File: src/rtl/regfile_access_ctrl_pkg.sv
// ---------------------------------------------------------------------------
// regfile_access_ctrl_pkg
//    Shared constants and state encoding for the register-file access
//    controller.
//    REG_COUNT        : number of architectural registers (x0 hardwired to 0)
//    INSTRUCTION_SIZE : machine word width, used as XLEN
//    AW               : register address width
//    rfc_state_e      : controller ownership states
// ---------------------------------------------------------------------------
package regfile_access_ctrl_pkg;

   localparam int REG_COUNT        = 32;
   localparam int INSTRUCTION_SIZE = 32;
   localparam int XLEN             = INSTRUCTION_SIZE;
   localparam int AW               = $clog2(REG_COUNT);

   typedef enum logic [1:0] {
      RFC_IDLE     = 2'd0,
      RFC_CLEAR    = 2'd1,
      RFC_DBG_ACC  = 2'd2,
      RFC_DBG_RESP = 2'd3
   } rfc_state_e;

endpackage

File: src/rtl/regfile_access_ctrl_clear_counter.sv
// ---------------------------------------------------------------------------
// regfile_access_ctrl_clear_counter
//    Register index walker for the bulk-clear sequence. Sits at 1 when idle,
//    steps once per advance, and wraps back to 1 after REG_COUNT-1 so the
//    next clear needs no extra setup.
//    clk     : system clock
//    rst     : asynchronous active-low reset (index returns to 1)
//    start   : reload the index to 1
//    advance : step to the next register
//    clr_idx : register currently being cleared
//    last    : clr_idx is the final register (REG_COUNT-1)
// ---------------------------------------------------------------------------
module regfile_access_ctrl_clear_counter #(
   parameter int REG_COUNT = 32,
   parameter int AW        = $clog2(REG_COUNT)
) (
   input  logic          clk,
   input  logic          rst,
   input  logic          start,
   input  logic          advance,
   output logic [AW-1:0] clr_idx,
   output logic          last
);

   localparam logic [AW-1:0] FIRST_IDX = AW'(1);
   localparam logic [AW-1:0] LAST_IDX  = AW'(REG_COUNT - 1);

   logic [AW-1:0] clr_idx_reg;

   always_ff @(posedge clk or negedge rst) begin
      if (!rst) begin
         clr_idx_reg <= FIRST_IDX;
      end else if (start) begin
         clr_idx_reg <= FIRST_IDX;
      end else if (advance) begin
         clr_idx_reg <= last ? FIRST_IDX : clr_idx_reg + FIRST_IDX;
      end
   end

   assign clr_idx = clr_idx_reg;
   assign last    = (clr_idx_reg == LAST_IDX);

endmodule

File: src/rtl/regfile_access_ctrl.sv
// ---------------------------------------------------------------------------
// regfile_access_ctrl
//    Arbitrates the RV32I register-file ports between the core datapath, a
//    debug requester and a bulk-clear sequencer. In IDLE the core ports pass
//    straight through; clear and debug operations take the ports over and
//    stall the core via core_halt.
//    clk, rst                : clock, asynchronous active-low reset
//    core_rs1/rs2/rd/we/wdata: core register-file requests
//    core_halt               : core must stall (controller owns the ports)
//    rf_*                    : register-file ports (combinational read data)
//    clear_start/busy/done   : bulk-clear of x1..x(REG_COUNT-1)
//    dbg_req_* / dbg_rsp_*   : single-beat debug read/write, valid/ready
// ---------------------------------------------------------------------------
import regfile_access_ctrl_pkg::*;

module regfile_access_ctrl #(
   parameter int REG_COUNT = regfile_access_ctrl_pkg::REG_COUNT,
   parameter int XLEN      = regfile_access_ctrl_pkg::XLEN,
   parameter int AW        = $clog2(REG_COUNT)
) (
   input  logic            clk,
   input  logic            rst,
   input  logic [AW-1:0]   core_rs1,
   input  logic [AW-1:0]   core_rs2,
   input  logic [AW-1:0]   core_rd,
   input  logic            core_we,
   input  logic [XLEN-1:0] core_wdata,
   output logic            core_halt,
   output logic [AW-1:0]   rf_rs1,
   output logic [AW-1:0]   rf_rs2,
   output logic [AW-1:0]   rf_rd,
   output logic            rf_we,
   output logic [XLEN-1:0] rf_wdata,
   input  logic [XLEN-1:0] rf_rdata1,
   input  logic            clear_start,
   output logic            clear_busy,
   output logic            clear_done,
   input  logic            dbg_req_valid,
   output logic            dbg_req_ready,
   input  logic            dbg_req_we,
   input  logic [AW-1:0]   dbg_req_addr,
   input  logic [XLEN-1:0] dbg_req_wdata,
   output logic            dbg_rsp_valid,
   input  logic            dbg_rsp_ready,
   output logic [XLEN-1:0] dbg_rsp_rdata
);

   rfc_state_e      state_reg, state_next;
   logic            req_we_reg;
   logic [AW-1:0]   req_addr_reg;
   logic [XLEN-1:0] req_wdata_reg;
   logic [XLEN-1:0] rsp_rdata_reg;
   logic            clear_done_reg;

   logic            req_accept;
   logic            clr_start;
   logic            clr_advance;
   logic [AW-1:0]   clr_idx;
   logic            clr_last;

   regfile_access_ctrl_clear_counter #(
      .REG_COUNT (REG_COUNT),
      .AW        (AW)
   ) u_clear_counter (
      .clk     (clk),
      .rst     (rst),
      .start   (clr_start),
      .advance (clr_advance),
      .clr_idx (clr_idx),
      .last    (clr_last)
   );

   // Next-state and port mux. Owned states drive unused read ports to 0 so
   // nothing from the stalled core leaks into the regfile.
   always_comb begin
      state_next    = state_reg;
      rf_rs1        = '0;
      rf_rs2        = '0;
      rf_rd         = '0;
      rf_we         = 1'b0;
      rf_wdata      = '0;
      dbg_req_ready = 1'b0;
      req_accept    = 1'b0;
      clr_start     = 1'b0;
      clr_advance   = 1'b0;

      case (state_reg)
         RFC_IDLE: begin
            rf_rs1   = core_rs1;
            rf_rs2   = core_rs2;
            rf_rd    = core_rd;
            rf_we    = core_we;
            rf_wdata = core_wdata;
            // Clear wins a same-cycle collision; ready is also held low
            // while reset is asserted so nothing is accepted then.
            dbg_req_ready = rst & ~clear_start;
            if (clear_start) begin
               state_next = RFC_CLEAR;
               clr_start  = 1'b1;
            end else if (dbg_req_valid) begin
               state_next = RFC_DBG_ACC;
               req_accept = 1'b1;
            end
         end
         RFC_CLEAR: begin
            rf_we       = 1'b1;
            rf_rd       = clr_idx;
            clr_advance = 1'b1;
            if (clr_last) begin
               state_next = RFC_IDLE;
            end
         end
         RFC_DBG_ACC: begin
            // Address 0 writes are issued as-is; the regfile ignores them.
            if (req_we_reg) begin
               rf_we    = 1'b1;
               rf_rd    = req_addr_reg;
               rf_wdata = req_wdata_reg;
            end else begin
               rf_rs1 = req_addr_reg;
            end
            state_next = RFC_DBG_RESP;
         end
         RFC_DBG_RESP: begin
            if (dbg_rsp_ready) begin
               state_next = RFC_IDLE;
            end
         end
         default: begin
            state_next = RFC_IDLE;
         end
      endcase
   end

   always_ff @(posedge clk or negedge rst) begin
      if (!rst) begin
         state_reg      <= RFC_IDLE;
         req_we_reg     <= 1'b0;
         req_addr_reg   <= '0;
         req_wdata_reg  <= '0;
         rsp_rdata_reg  <= '0;
         clear_done_reg <= 1'b0;
      end else begin
         state_reg      <= state_next;
         // Pulses in the first IDLE cycle after the final clear write.
         clear_done_reg <= (state_reg == RFC_CLEAR) && clr_last;
         if (req_accept) begin
            req_we_reg    <= dbg_req_we;
            req_addr_reg  <= dbg_req_addr;
            req_wdata_reg <= dbg_req_wdata;
         end
         if (state_reg == RFC_DBG_ACC) begin
            rsp_rdata_reg <= req_we_reg ? '0 : rf_rdata1;
         end
      end
   end

   assign core_halt     = (state_reg != RFC_IDLE);
   assign clear_busy    = (state_reg == RFC_CLEAR);
   assign clear_done    = clear_done_reg;
   assign dbg_rsp_valid = (state_reg == RFC_DBG_RESP);
   assign dbg_rsp_rdata = rsp_rdata_reg;

endmodule

File: config.mk
export PLATFORM = sky130hd
export DESIGN_NAME = regfile_access_ctrl
export DESIGN_NICKNAME = d
export VERILOG_FILES = /design/src/rtl/regfile_access_ctrl_pkg.sv /design/src/rtl/regfile_access_ctrl_clear_counter.sv /design/src/rtl/regfile_access_ctrl.sv
export SDC_FILE = /design/constraint.sdc
export NUM_CORES = 1
export LEC_CHECK = 0
export CORE_MARGIN = 10
export CORE_UTILIZATION = 41
export DETAILED_ROUTE_END_ITERATION = 16
export PLACE_DENSITY_LB_ADDON = 0.15
export SKIP_CTS_REPAIR_TIMING = 1
export SYNTH_ARGS = -nofsm -noshare
export SYNTH_HDL_FRONTEND = slang
export SYNTH_HIERARCHICAL = 1
export SYNTH_SLANG_ARGS = --single-unit
export TNS_END_PERCENT = 20
File: constraint.sdc
create_clock -name clk -period 2 [get_ports clk]
set_input_delay 0.3 -clock clk [delete_from_list [all_inputs] [get_ports clk]]
set_output_delay 0.3 -clock clk [all_outputs]
set_load 0.02 [all_outputs]
* Word-level counts from Yosys, hierarchy flattened
Cells that the tools add are included.
Word-level totals: output and inout port bits 85, bits in registers 78, logic and storage cells 47, bits of input ports 123
Operators by class: $add $sub $neg 1, reduce and logical (&&, ||, !) cells 5, eq/ne operators 7, multiplexer cells 25, bitwise logic cells 2
Operators by type and width (count):
- two-way mux 32 bit | 2
- one-hot mux 32 bit (2 select lines) | 1
- two-way mux 5 bit | 6
- one-hot mux 5 bit (3 select lines) | 1
- one-hot mux 5 bit (2 select lines) | 1
- two-way mux 1 bit | 8
- two-way mux 2 bit | 4
- one-hot mux 2 bit (4 select lines) | 1
- adder 5 x 1 -> 5 bit (second input constant) | 1
- equality test 5 bit (second input constant) | 1
- equality test 2 bit (second input constant) | 2
- inequality test 2 x 1 -> 1 bit (second input constant) | 2
- nonzero test 2 bit | 2
- inequality test 3 bit (second input constant) | 1
- one-hot mux 1 bit (3 select lines) | 1
- AND reduction 3 bit | 1
- equality test 2 x 1 -> 1 bit (second input constant) | 1
- zero test 2 bit | 1
- AND 1 bit | 1
- logical AND 1 bit | 1
- inverter 1 bit | 1

* Longest topological paths before layout
Gate-level depths: netlist (run 1).
word-level depth 4, depth in mapped cells 6, gate-level depth less buffers 6

* Modules after synthesis
The synthesis (run 1) kept the hierarchy.
By module, submodules not included:
- regfile_access_ctrl | cells an instance 351, instances 1, area each 3861.2 sq um
- regfile_access_ctrl_clear_counter | cells an instance 26, instances 1, area each 264.0 sq um

* Worst setup path after synthesis (run 1)
OpenSTA, ideal clock, no wires.
path kind flip-flop to flip-flop, start register state_reg[1], end register u_clear_counter.clr_idx_reg[3], in the netlist u_clear_counter/clr_idx[3], arrival time 1.807 ns, stages on the path, launching flop included 7, slack 0.116 ns, data required time 1.923 ns, buffers on the path 2, path through dfrtp_1 > buf_2 > buf_2 > nor2b_1 > nand2b_1 > or3_1 > a21oi_1
On the way: cells in the longest elaborated chain, start to end 3, elaborated cells on any way between the ends 6, those cells by class eq/ne: 1; mux: 3; reduce/logical: 2
Ends and longest elaborated chain:
- start, declared | line regfile_access_ctrl.sv:48 | rfc_state_e state_reg, state_next;
- start signal, assigned | line regfile_access_ctrl.sv:144 | state_reg <= state_next;
- equality test 2 x 1 -> 1 bit
- net clear_busy | line regfile_access_ctrl.sv:36 | output logic clear_busy,
- two-way mux 1 bit | line regfile_access_ctrl.sv:87 | case (state_reg)
- nonzero test 2 bit (no line)
- end signal, assigned | line regfile_access_ctrl_clear_counter.sv:36 | clr_idx_reg <= last ? FIRST_IDX : clr_idx_reg + FIRST_IDX;
- end, declared | line regfile_access_ctrl_clear_counter.sv:28 | logic [AW-1:0] clr_idx_reg;
The timed path passes the listed nets, and every way through them passes these cells. A chain may end at the register's enable or synchronous reset.

* Worst setup path in the final report (run 1)
start register state_reg[1], end output port rf_wdata[5]
On the way: cells in the longest elaborated chain, start to end 2, elaborated cells on any way between the ends 3, those cells by class eq/ne: 1; mux: 1; reduce/logical: 1
Ends and longest elaborated chain:
- equality test 2 bit or zero test 2 bit (tied branches) | line regfile_access_ctrl.sv:87
- one-hot mux 32 bit (2 select lines) (*) | line regfile_access_ctrl.sv:87
- end, declared | line regfile_access_ctrl.sv:33 | output logic [XLEN-1:0] rf_wdata,
Mark *: on every way between the ends. The rest lies on a longest branch, timed or not.

==> key figures, run 1 <==
Clock tree
  • CTS Root Cell: clkbuf_8
  • Inserted Clock Buffers: 9
  • CTS sink cnt: 78
  • TritonCTS clock tree: yes
  • Skew-Pair Late Insertion Delay: 0.34 ns
  • CTS H-Tree Depth: 3
  • Clock slew at reported path FFs: ~0.080 ns
  • Bufs on Longest Clock Path: 2

Floorplan
  • Core area: ~9800 µm²
  • Row count: 36
  • DIE AREA: around 14,000 µm²
  • Die width: 120 µm
  • Initial Util: 42.2%
  • Die Ht: 120 µm
  • IO Pins: around 210

Setup path
  • CP arrival: 1.59 ns
  • Worst r2r path cells: 6
  • R2R Path Start: u_clear_counter/clr_idx[1]
  • Worst Path Required: 1.70 ns
  • Reg2Reg Setup Slack: around 0.16 ns
  • CP Max Fanout: 28
  • Crit path from: state_reg[1]
  • Setup crit end: rf_wdata[5]
  • Critical Setup Path Class: reg -> out
  • Crit. End Element: primary output
  • CP Launch Type: flop
  • Reg2reg end: u_clear_counter/clr_idx[3]

Global routing
  • Global Route Usage Sum: 17.6%
  • Number of global-route vias before repair: about 3,800
  • First-pass GRT wire length: 20,600 µm
  • Largest net degree at the start of global routing: between 70 and 80
  • Initial antenna violation count: 0
  • Grt ovf: 0

Drt
  • TritonRoute pass-1 iters: 4
  • DRC errors left: 0
  • Avg WL per Cell: roughly 19 µm
  • Via count: 3,631
  • Starting DRT DRC Count: between 150 and 200
  • Routed Antenna Nets: 0
  • Via density: 5.06
  • Final wirelength: 13,400 µm

Timing
  • Final Hold Violating Endpoints: 0
  • Layout Skew: 0.0133 ns
  • Slew margin rel.: 34.0%
  • Final WS setup: 0.110 ns
  • Final slew viol count: 0
  • Slew @ Worst Pin: 0.991 ns
  • Period utilization: 94.5%
  • Max Clk Rate: 529 MHz
  • Final setup viols: 0
  • Unrepaired setup endpoints after global routing: yes
  • Final min period: 1.89 ns

Place
  • Placer Congestion: 0.799
  • Setup Slack @ Placement: 0.0340 ns
  • I/O Buffers: around 210
  • Post-DP HPWL: 10,100 µm

Synth
  • Top_reg_cell synth: dfrtp_1
  • Synth Area in Compound Gates: under 10%
  • Seq/Total Area, Yosys: about 47%
  • Multiplexer share of the synthesized area: 20.8%
  • Synth Cell Area: 4130 µm²
  • FF+latch count, synth: 78
  • Cells after Synth: 377
  • Post-synth EDFFs: 0
  • Ys Warns: 6
  • Synth Area in XOR/XNOR: 0%
  • Fraction of registers with async set/reset: 100%
  • Post-Synth Adder-Cell Area: 0.607%
  • Syn avg cell area: 10.9 µm²
  • Library cells used by synthesis: 33
  • Syn nets: 502
  • Largest family of logic cells by synthesized area: multiplexers
  • Post-synthesis simple-gate area fraction: 19.6%

Final layout
  • Layout Utilization: 68.8%
  • Synth-to-Final Area Change: 63.0%
  • Antenna Cells: 0
  • Layout cell share with drive strength beyond 1: 16.3%
  • # nets final: a little over 700

Worst hold path
  • Path type of the worst min-delay path: in -> async

Power
  • Power Dens Cells: approximately 1300 nW/µm²
  • Max rail drop VDD: 0.632 mV
  • P_leak: 3.49 nW
  • Power Total: about 0.0086 W

Outcome
  • Status: finished, final reports clean

Run
  • Number of maximum-capacitance violations: 0
[synthesized netlist by cell type (all sizes together), types with 2 or more instances]
cell type	n	area (µm²)
a21oi	39	195
and2	9	56.3
buf	16	116
clkbuf	16	60.1
dfrtp	77	1930
ha	2	25.0
inv	3	11.3
mux2	70	788
mux2i	7	70.1
nand2b	39	244
nand3	33	165
nand3b	5	37.5
nor2	6	22.5
nor2b	34	213
nor4b	2	32.5
o21ai	3	15.0
o2bb2ai	5	43.8
[cell families (layout without fill, tap and decap cells)]
group                    after synthesis  in the layout
adder cells (fa/ha/maj)                2              2
multiplexers                          77             77
AO/OA/AOI/OAI                         52             52
AND/OR/NAND/NOR                      133            133
flip-flops                            78             78
buffers and inverters                 35            242
[worst max-delay path, stage by stage, from the launching register on]
cell            delay (ns)
dfrtp_2               0.51
buf_12                0.20
nand3_1               0.11
a21oi_1               0.17
dlymetal6s2s_1        0.25
[cell usage in the layout (no fill, tap or decap), drive strengths merged, types with 3 or more instances in the layout]
cell type	n
a21oi	39
and2	9
buf	16
clkbuf	15
clkdlybuf4s50	154
dfrtp	77
dlymetal6s2s	49
inv	3
mux2	70
mux2i	7
nand2b	39
nand3	33
nand3b	5
nor2	6
nor2b	34
o21ai	3
o2bb2ai	5
[power by group]
| group | internal [W] | leakage [nW] | switching [W] |
|---|---|---|---|
| clock | 0.000612 | 0.0955 | 0.000582 |
| combinational | 0.00232 | 2.43 | 0.00221 |
| sequential | 0.00235 | 0.962 | 0.000512 |
[through the flow]
step | hold slack [ns] | TNS [ns] | area (µm²) | std cells
2_1_floorplan | 0.00441 | 0 | 4130 | 377
3_3_place_gp | 0.469 | 0 | 6390 | 700
3_5_place_dp | 0.480 | 0 | 6390 | 700
4_1_cts | 0.248 | -15.01 | 6590 | 716
5_1_grt | 0.284 | -0.0294 | 6720 | 717
6_report | 0.190 | 0 | 6720 | 717
[how the worst min path moves through the flow]
stage                                  from           endpoint  slack, ns  depth (start not counted)
after CTS                               rst  dbg_rsp_rdata[19]       0.25                          2
after global routing                    rst   dbg_rsp_rdata[9]       0.28                          2
after detailed placement  req_wdata_reg[26]  req_wdata_reg[26]       0.48                          1
after floorplan                         rst         clear_done      0.004                          0
after global placement     req_wdata_reg[4]   req_wdata_reg[4]       0.47                          1
final                                   rst   dbg_rsp_rdata[9]       0.19                          2
[final cells by class]
class | instances | area, µm²
Multi-Input combinational cell | 264 | 2000
Inverter | 3 | 11.3
Clock inverter | 5 | 58.8
Timing Repair Buffer | 223 | 2390
Tap cell | 133 | 166
Clock buffer | 11 | 141
Fill cell | 762 | 3050
Sequential cell | 78 | 1960
[routing by layer]
layer	vias up	global-route usage [%]	part of all wire (%)
li1	1698	-	-
met1	1798	19.6	38
met2	128	30.7	52
met3	7	7.54	8.7
met4	0	4.07	0.80
met5	-	0	0
Note: power is estimated with default switching activity, not from simulation.
==> inputs of run 2 (changes only) <==
--- a/config.mk
+++ b/config.mk
@@ -5,6 +5,7 @@
 export SDC_FILE = /design/constraint.sdc
 export NUM_CORES = 1
 export LEC_CHECK = 0
+export CAP_MARGIN = 25
 export CORE_MARGIN = 10
 export CORE_UTILIZATION = 41
 export DETAILED_ROUTE_END_ITERATION = 16
@@ -14,4 +15,3 @@
 export SYNTH_HDL_FRONTEND = slang
 export SYNTH_HIERARCHICAL = 1
 export SYNTH_SLANG_ARGS = --single-unit
-export TNS_END_PERCENT = 20
==> run 2 against run 1 <==
Die area is the same. Highest routed layer unchanged. Critical path depth grew 1. First-iteration DRC count grew 4.8%. Non-clock buffer count grew 5. Register-to-register slack lost 0.02 ns. Maximum frequency shrank 2.9%. Critical endpoint is now rf_rs1[0]. Power shrank 0.75%. Clock power is essentially flat.
==> key figures, run 2 (synthesis gave the netlist of run 1 again) <==
Floorplan
  • Die width: 120 µm (unchanged)
  • IO Pins: 208 (unchanged)
  • DIE AREA: 14,500 µm² (unchanged)
  • Initial Util: 42.2% (unchanged)
  • Row count: 36 (unchanged)
  • Die Ht: 120 µm (unchanged)
  • Core area: 9770 µm² (unchanged)

Timing
  • Final setup viols: 0 (unchanged)
  • Final Hold Violating Endpoints: 0 (unchanged)
  • Layout Skew: 0.0127 ns (was 0.0133 ns)
  • Max Clk Rate: 514 MHz (was 529 MHz)
  • Final min period: 1.95 ns (was 1.89 ns)
  • Period utilization: 97.3% (was 94.5%)
  • Slew margin rel.: 75.3% (was 34.0%)
  • Final slew viol count: 0 (unchanged)
  • Slew @ Worst Pin: 0.370 ns (was 0.991 ns)
  • Unrepaired setup endpoints after global routing: yes (unchanged)
  • Fin Hold WS: 0.403 ns (was 0.190 ns)

Power
  • P_leak: 3.15 nW (was 3.49 nW)
  • Max rail drop VDD: 0.633 mV (was 0.632 mV)
  • Power Dens Cells: 1290 nW/µm² (was 1280 nW/µm²)

Clock tree
  • TritonCTS clock tree: yes (unchanged)
  • CTS Root Cell: clkbuf_8 (unchanged)
  • Clock slew at reported path FFs: 0.08 ns (about the same)
  • Skew-Pair Late Insertion Delay: 0.34 ns (about the same)
  • CTS H-Tree Depth: 3 (unchanged)
  • Bufs on Longest Clock Path: 2 (unchanged)
  • Inserted Clock Buffers: 9 (unchanged)
  • CTS sink cnt: 78 (unchanged)

Global routing
  • Grt ovf: 0 (unchanged)
  • First-pass GRT wire length: 20,600 µm (unchanged)
  • Number of global-route vias before repair: 3,841 (unchanged)
  • Initial antenna violation count: 0 (unchanged)
  • Global Route Usage Sum: 17.6% (unchanged)
  • Largest net degree at the start of global routing: 79 (unchanged)

Final layout
  • Most frequent cells in the layout: clkdlybuf4s50_1, dfrtp_1, mux2_2 (unchanged)
  • Antenna Cells: 0 (unchanged)
  • Multi-input gate area: 2000 µm² (about the same)
  • Layout cell share with drive strength beyond 1: 20.5% (was 16.3%)
  • Most common library cell in the layout ignoring fill and taps: clkdlybuf4s50_1 (unchanged)
  • Final design area excluding fillers: 6600 µm² (was 6720 µm²)
  • # nets final: 709 (was 704)
  • Post-Layout Cell Count: 722 (was 717)
  • Synth-to-Final Area Change: 60.1% (was 63.0%)
  • Fillcell total: 786 (was 762)
  • Storage element area: 1960 µm² (unchanged)

Setup path
  • CP Max Fanout: 25 (was 28)
  • Crit. End Element: primary output (unchanged)
  • Worst Path Required: 1.70 ns (about the same)
  • CP Launch Type: flop (unchanged)
  • Critical Setup Path Class: reg -> out (unchanged)
  • CP arrival: 1.65 ns (was 1.59 ns)

Drt
  • Avg WL per Cell: 18.5 µm (was 18.7 µm)
  • Final wirelength: 13,300 µm (was 13,400 µm)
  • Via density: 5.00 (was 5.06)
  • Routed Antenna Nets: 0 (unchanged)
  • Via count: 3,613 (was 3,631)
  • DRC errors left: 0 (unchanged)
  • TritonRoute pass-1 iters: 4 (unchanged)
  • Starting DRT DRC Count: 176 (was 168)

Outcome
  • Status: finished, final reports clean (unchanged)

Run
  • Number of maximum-capacitance violations: 0 (unchanged)

Place
  • Post-DP HPWL: 10,100 µm (unchanged)
  • I/O Buffers: 207 (unchanged)
  • Placer Congestion: 0.799 (unchanged)
  • Placed standard-cell area: 6390 µm² (unchanged)
  • Dpl cells: 700 (unchanged)

Worst hold path
  • Path type of the worst min-delay path: in -> async (unchanged)
==> run 2: cell count changes in the layout (fill, tap and decap cells not counted), sizes merged <==
cell	before	now
dlygate4sd3	0	1
buf	16	22
dlymetal6s2s	49	26
clkbuf	15	36
==> run 2: worst paths after layout <==
check	start	end	slack [ns]	cells after the start
worst min-delay path	rst	dbg_rsp_rdata[9]	0.40	3
worst max register to register	u_clear_counter/clr_idx[1]	u_clear_counter/clr_idx[3]	0.14	6
worst max-delay path	state_reg[1]	rf_rs1[0]	0.05	5
worst min register to register	req_wdata_reg[31]	req_wdata_reg[31]	0.49	1
max in group asynchronous	rst	u_clear_counter/clr_idx[0]	1.01	4
min in group clk	req_wdata_reg[31]	req_wdata_reg[31]	0.49	1
==> run 2: area by class of cell <==
cell class	count	share of cell area (%)
Timing Repair Buffer	228	34.4
Inverter	3	0.171
Clock buffer	11	2.14
Tap cell	133	2.52
Multi-Input combinational cell	264	30.2
Sequential cell	78	29.6
Clock inverter	5	0.890
==> run 2: critical path: stages (launching register included) <==
cell            delay, ns
dfrtp_2              0.44
buf_4                0.18
buf_12               0.15
nand2b_1             0.14
a21oi_1              0.14
dlymetal6s2s_1       0.26
==> run 2: metrics by stage <==
stage          setup WS [ns]  utilization (%)  power, W  TNS [ns]
2_1_floorplan          0.116                -   0.00527         0
3_3_place_gp          0.0581             65.4   0.00737         0
3_5_place_dp          0.0340             65.4   0.00752         0
4_1_cts               -0.347             67.4   0.00873    -15.01
5_1_grt              -0.0339             67.6   0.00911    -0.102
6_report              0.0536             67.6   0.00852         0
==> run 2: routing by layer <==
layer	vias up	routed length [µm]	global-route usage, %
li1	1709	-	-
met1	1786	5140	19.6
met2	111	7020	30.7
met3	7	1070	7.54
met4	0	112	4.07
met5	-	0	0
==> run 2: power by group <==
part | total (W) | switching [W] | internal (W)
logic | 0.00450 | 0.00225 | 0.00225
registers | 0.00283 | 0.000482 | 0.00235
clock network | 0.00119 | 0.000578 | 0.000612
total | 0.00852 | 0.00331 | 0.00521
==> inputs of run 3 (changes only) <==
--- a/config.mk
+++ b/config.mk
@@ -10,6 +10,7 @@
 export CORE_UTILIZATION = 41
 export DETAILED_ROUTE_END_ITERATION = 16
 export PLACE_DENSITY_LB_ADDON = 0.15
+export REMOVE_ABC_BUFFERS = 1
 export SKIP_CTS_REPAIR_TIMING = 1
 export SYNTH_ARGS = -nofsm -noshare
 export SYNTH_HDL_FRONTEND = slang
==> run 3 against run 2 <==
The flow now finishes with violations (hold timing). Sequential power barely moved. Sequential share of layout area down 0.51 points. Sequential cell count unchanged. Critical path depth is the same. Worst hold slack worse by 0.40 ns. Clock skew decreased by 0.0042 ns. Setup slack better by 0.020 ns. Combinational power grew 1%. Clock power grew 24%.
==> key figures, run 3 (synthesis gave the netlist of run 1 again) <==
Outcome
  • Status: complete, but fails checks (was finished, final reports clean)
  • Violations in the final reports: hold timing

Power
  • Power Dens Cells: 1320 nW/µm² (was 1290 nW/µm²)
  • P_leak: 3.31 nW (was 3.15 nW)
  • Max rail drop VDD: 0.590 mV (was 0.633 mV)

Setup path
  • Critical Setup Path Class: reg -> out (unchanged)
  • Crit. End Element: primary output (unchanged)
  • CP cell instances: buf_4, buf_12, nand2b_1, a21oi_1, dlymetal6s2s_1 (unchanged)
  • Reg2Reg Setup Slack: 0.16 ns (was 0.14 ns)
  • CP arrival: 1.63 ns (was 1.65 ns)
  • CP Launch Type: flop (unchanged)
  • Slowest stage delay, CP: 0.40 ns (was 0.44 ns)
  • Worst Path Required: 1.70 ns (about the same)
  • Worst path slowest cell: dfrtp_2 (unchanged)
  • CP Max Fanout: 33 (was 25)

Drt
  • Final wirelength: 12,900 µm (was 13,300 µm)
  • Via density: 4.99 (was 5.00)
  • Via count: 3,616 (was 3,613)
  • Starting DRT DRC Count: 128 (was 176)
  • Avg WL per Cell: 17.9 µm (was 18.5 µm)
  • DRC errors left: 0 (unchanged)
  • TritonRoute pass-1 iters: 5 (was 4)
  • Routed Antenna Nets: 0 (unchanged)

Floorplan
  • Row count: 36 (unchanged)
  • DIE AREA: 14,500 µm² (unchanged)
  • Die Ht: 120 µm (unchanged)
  • IO Pins: 208 (unchanged)
  • Core area: 9770 µm² (unchanged)
  • Initial Util: 42.2% (unchanged)
  • Die width: 120 µm (unchanged)

Final layout
  • Most common library cell in the layout ignoring fill and taps: clkdlybuf4s50_1 (unchanged)
  • Final design area excluding fillers: 6720 µm² (was 6600 µm²)
  • # nets final: 712 (was 709)
  • Storage element area: 1960 µm² (unchanged)
  • Most frequent cells in the layout: clkdlybuf4s50_1, dfrtp_1, mux2_2 (unchanged)
  • Synth-to-Final Area Change: 62.9% (was 60.1%)
  • Layout Utilization: 68.7% (was 67.6%)
  • Multi-input gate area: 2000 µm² (unchanged)
  • Antenna Cells: 0 (unchanged)
  • Layout cell share with drive strength beyond 1: 19.9% (was 20.5%)
  • Post-Layout Cell Count: 725 (was 722)
  • Fillcell total: 771 (was 786)

Timing
  • Max Clk Rate: 519 MHz (was 514 MHz)
  • Final slew viol count: 0 (unchanged)
  • Slew @ Worst Pin: 0.472 ns (was 0.370 ns)
  • Period utilization: 96.3% (was 97.3%)
  • Final Hold Violating Endpoints: 1 (was 0)
  • Fin Hold WS: -0.00106 ns (was 0.403 ns)
  • Final setup viols: 0 (unchanged)
  • Layout Skew: 0.00857 ns (was 0.0127 ns)
  • Final min period: 1.93 ns (was 1.95 ns)
  • Slew margin rel.: 68.5% (was 75.3%)

Run
  • Number of maximum-capacitance violations: 0 (unchanged)

Worst hold path
  • Path type of the worst min-delay path: in -> async (unchanged)

Global routing
  • Largest net degree at the start of global routing: 79 (unchanged)
  • Global Route Usage Sum: 17.2% (was 17.6%)
  • Number of global-route vias before repair: 3,774 (was 3,841)
  • First-pass GRT wire length: 20,200 µm (was 20,600 µm)
  • Initial antenna violation count: 0 (unchanged)
  • Grt ovf: 0 (unchanged)

Place
  • Placer Congestion: 0.777 (was 0.799)
  • I/O Buffers: 207 (unchanged)
  • Placed standard-cell area: 6380 µm² (was 6390 µm²)
  • Dpl cells: 702 (was 700)
  • Post-DP HPWL: 9840 µm (was 10,100 µm)

Clock tree
  • Inserted Clock Buffers: 9 (unchanged)
  • CTS H-Tree Depth: 3 (unchanged)
  • CTS Root Cell: clkbuf_8 (unchanged)
  • TritonCTS clock tree: yes (unchanged)
  • Skew-Pair Late Insertion Delay: 0.34 ns (about the same)
  • Clock slew at reported path FFs: 0.08 ns (about the same)
  • Bufs on Longest Clock Path: 2 (unchanged)
  • CTS sink cnt: 78 (unchanged)
-- run 3: changes by cell type in the layout (fill, tap and decap cells not counted), sizes merged --
cell	change
clkbuf	-8
dlymetal6s2s	+8
buf	+3
bufinv	+2
clkinv	-1
clkinvlp	-1
dlygate4sd3	-1
inv	+1
-- run 3: layer usage --
layer,wire [µm],track usage (%),share of wire [%],vias to the layer above
met5,0,0,0,-
met4,93,4.75,0.72,0
met3,954,6.24,7.4,8
met2,6990,31.5,54,101
met1,4900,18.3,38,1793
li1,-,-,-,1714
-- run 3: through the flow --
step / TNS [ns] / hold WS (ns) / power, W / worst slack [ns]
floorplan: -106.21 / 0.00441 / 0.00514 / -1.52
global placement: 0 / 0.468 / 0.00733 / 0.0550
detailed placement: 0 / 0.475 / 0.00748 / 0.0502
CTS: -15.26 / 0.242 / 0.00899 / -0.340
global route: -0.0601 / 0.0273 / 0.00943 / -0.0392
finish: 0 / -0.00106 / 0.00885 / 0.0733
-- run 3: final cells by class --
| class | count | area share (%) |
|---|---|---|
| clock buffer | 10 | 2.05 |
| multi-input combinational | 264 | 29.7 |
| tap | 133 | 2.48 |
| inverter | 3 | 0.168 |
| clock inverter | 6 | 1.75 |
| timing repair buffer | 231 | 34.7 |
| sequential | 78 | 29.1 |
-- run 3: worst paths after layout --
check                                   from           endpoint  depth (start not counted)
setup / recovery                state_reg[1]        rf_wdata[1]                          5
hold / removal                           rst       state_reg[0]                          2
max in group asynchronous                rst         req_we_reg                          3
setup reg to reg                state_reg[1]  req_wdata_reg[22]                          5
min in group clk           req_wdata_reg[25]  req_wdata_reg[25]                          1
hold reg to reg            req_wdata_reg[25]  req_wdata_reg[25]                          1
-- run 3: worst max-delay path: cells and delay by family, from the launching register on --
| family | cells | cell delay [ns] |
|---|---|---|
| AO/OA/AOI/OAI | 1 | 0.14 |
| buffers and inverters | 3 | 0.59 |
| flip-flops | 1 | 0.40 |
| AND/OR/NAND/NOR | 1 | 0.15 |
-- run 3: power by group --
group          total [W]  switching, W  internal [W]  leakage [nW]
sequential       0.00282      0.000478       0.00234         0.962
combinational    0.00455       0.00222       0.00232          2.22
clock            0.00148      0.000604      0.000874         0.125
==> patch: new RTL, flow settings as in run 2 <==
Change the package constant `INSTRUCTION_SIZE` from 32 to 64.
--- a/src/rtl/regfile_access_ctrl_pkg.sv
+++ b/src/rtl/regfile_access_ctrl_pkg.sv
@@ -10,7 +10,7 @@
 package regfile_access_ctrl_pkg;
 
    localparam int REG_COUNT        = 32;
-   localparam int INSTRUCTION_SIZE = 32;
+   localparam int INSTRUCTION_SIZE = 64;
    localparam int XLEN             = INSTRUCTION_SIZE;
    localparam int AW               = $clog2(REG_COUNT);
 
Interface: changed (5 resized); port bits go from 208 to 368. No check against the original RTL was run, so the function may have changed too.
==> patch against run 2 <==
- synthesized area rose by 83%
- highest routed layer is now met5
- critical endpoint is now rf_wdata[27]
- power increased by 120%
- the flow now finishes with violations (negative hold slack, negative setup slack)
- design area increased by 110%
- routed wire length rose by 120%
- sequential cell count up 64
- setup slack worse by 0.29 ns
- critical path type unchanged
- critical path depth rose by 2
- register-to-register slack worse by 0.07 ns
==> patch: results (changes against run 2) <==
run status = finished with violations (was complete, no violations)
failing checks = negative hold slack, negative setup slack
placed insts = 1,232 (was 700)
Commonest cells post-synth = dfrtp_1, a21oi_1, nand2b_1 (was dfrtp_1, mux2_2, a21oi_1, nand2b_1, nor2b_1)
cts bufs inserted = 17 (was 9)
global-route wire length before repair = 38.84 mm (was 20.64 mm)
syn_nets = 878 (was 502)
adder-cell share of the synthesized area = 0.003321 (was 0.006066)
pin count of the biggest net entering global routing = 143 (was 79)
Critical Path AT = 1.94 ns (was 1.65 ns)
Starting DRT DRC Count = 270 (was 176)
Via Count = 6,692 (was 3,613)
share of layout cells above drive strength 1 = 0.4298 (was 0.2054)
unique cell type count in the Yosys netlist = 32 (was 33)
post-DP HPWL = 19.63 mm (was 10.06 mm)
top post-synthesis cells by area = dfrtp_1, mux2_4, mux2_2 (was dfrtp_1, mux2_2, nand2b_1)
setup TNS = -3.342 ns (was 0 ns)
Reg clk slew, reported paths = 0.06 ns (was 0.08 ns)
final WL = 29.40 mm (was 13.34 mm)
Pleak = 5.712 nW (was 3.152 nW)
post-synthesis mux area share = 0.2444 (was 0.2081)
routability cong. = 0.8188 (was 0.7993)
H-tree Lvls = 4 (was 3)
Max FO, Critical Path = 7 (was 25)
clock root buffer = clkbuf_16 (was clkbuf_8)
Fin Hold WS = -0.06902 ns (was 0.4026 ns)
Sw Share = 0.3748 (was 0.3882)
final setup vio count = 51 (was 0)
Avg Cell Area, Syn = 11.47 µm² (was 10.94 µm²)
worst slack at placement = -0.08987 ns (was 0.03401 ns)
Synth Area in Compound Gates = 0.06011 (was 0.07097)
gr usage total = 0.2050 (was 0.1763)
Final Worst Setup Slack = -0.2403 ns (was 0.05356 ns)
Via density = 5.156 (was 5.004)
area post-placement = 0.01166 mm² (was 0.006391 mm²)
worst-case clock skew = 0.005946 ns (was 0.01273 ns)
Nets = 1,276 (was 709)
initial antenna violation count = 2 (was 0)
Rel. slew slack = 0.4337 (was 0.7533)
final hold viol count = 21 (was 0)
register area share after synthesis = 0.4718 (was 0.4735)
M2 GR Usage = 0.3493 (was 0.3067)
IO Port Bufs = 367 (was 207)
met3 usage = 0.09898 (was 0.07538)
==> patch: cell families (layout without fill, tap and decap cells) <==
kind of cell | Yosys count | count (layout)
fa+ha+maj | 2 | 2
compound gates | 84 | 84
flops | 142 | 142
mux | 141 | 141
simple gates | 229 | 229
buf+inv | 59 | 470
other cells | 0 | 1
==> patch: worst paths after layout <==
| check | depth (start not counted) | endpoint | start | slack [ns] |
|---|---|---|---|---|
| hold reg to reg | 1 | dbg_rsp_rdata[29] | dbg_rsp_rdata[29] | 0.50 |
| setup / recovery | 7 | rf_wdata[27] | state_reg[1] | -0.24 |
| hold / removal | 2 | dbg_rsp_rdata[15] | rst | -0.07 |
| min in group clk | 2 | req_wdata_reg[28] | dbg_req_wdata[28] | 0.49 |
| setup reg to reg | 4 | req_wdata_reg[13] | state_reg[1] | 0.07 |
| max in group asynchronous | 2 | state_reg[1] | rst | 1.27 |
==> patch: layout make-up <==
type / count / area share
timing repair buffer: 435 / 0.3379
tap: 229 / 0.02098
clock inverter: 15 / 0.01200
multi-input combinational: 456 / 0.3361
inverter: 3 / 0.0008246
antenna: 1 / 0.0001832
clock buffer: 17 / 0.03115
sequential: 142 / 0.2609
==> patch: metal layers <==
metal,vias up,routed length (µm),share of wire
li1,3066,-,-
met1,3269,10950,0.37
met2,301,14700,0.50
met3,54,2897,0.099
met4,2,836,0.028
met5,-,13,0.00044
==> patch: worst max-delay path, stage by stage (launching register included) <==
cell and delay [ns]:
dfrtp_4 0.54, buf_6 0.15, clkbuf_16 0.16, buf_4 0.14, clkbuf_16 0.15, nand3_1 0.14
a21oi_2 0.09, buf_6 0.16
==> patch: power by group through the flow <==
stage                     clock [mW]  combinational [mW]  sequential, mW
final                           3.16                10.2            5.31
after global routing            3.37                10.7            5.47
after CTS                       3.22                8.66            5.28
after detailed placement           0                8.66            5.26
after global placement             0                8.52            5.25
after floorplan                    0                4.13            5.72
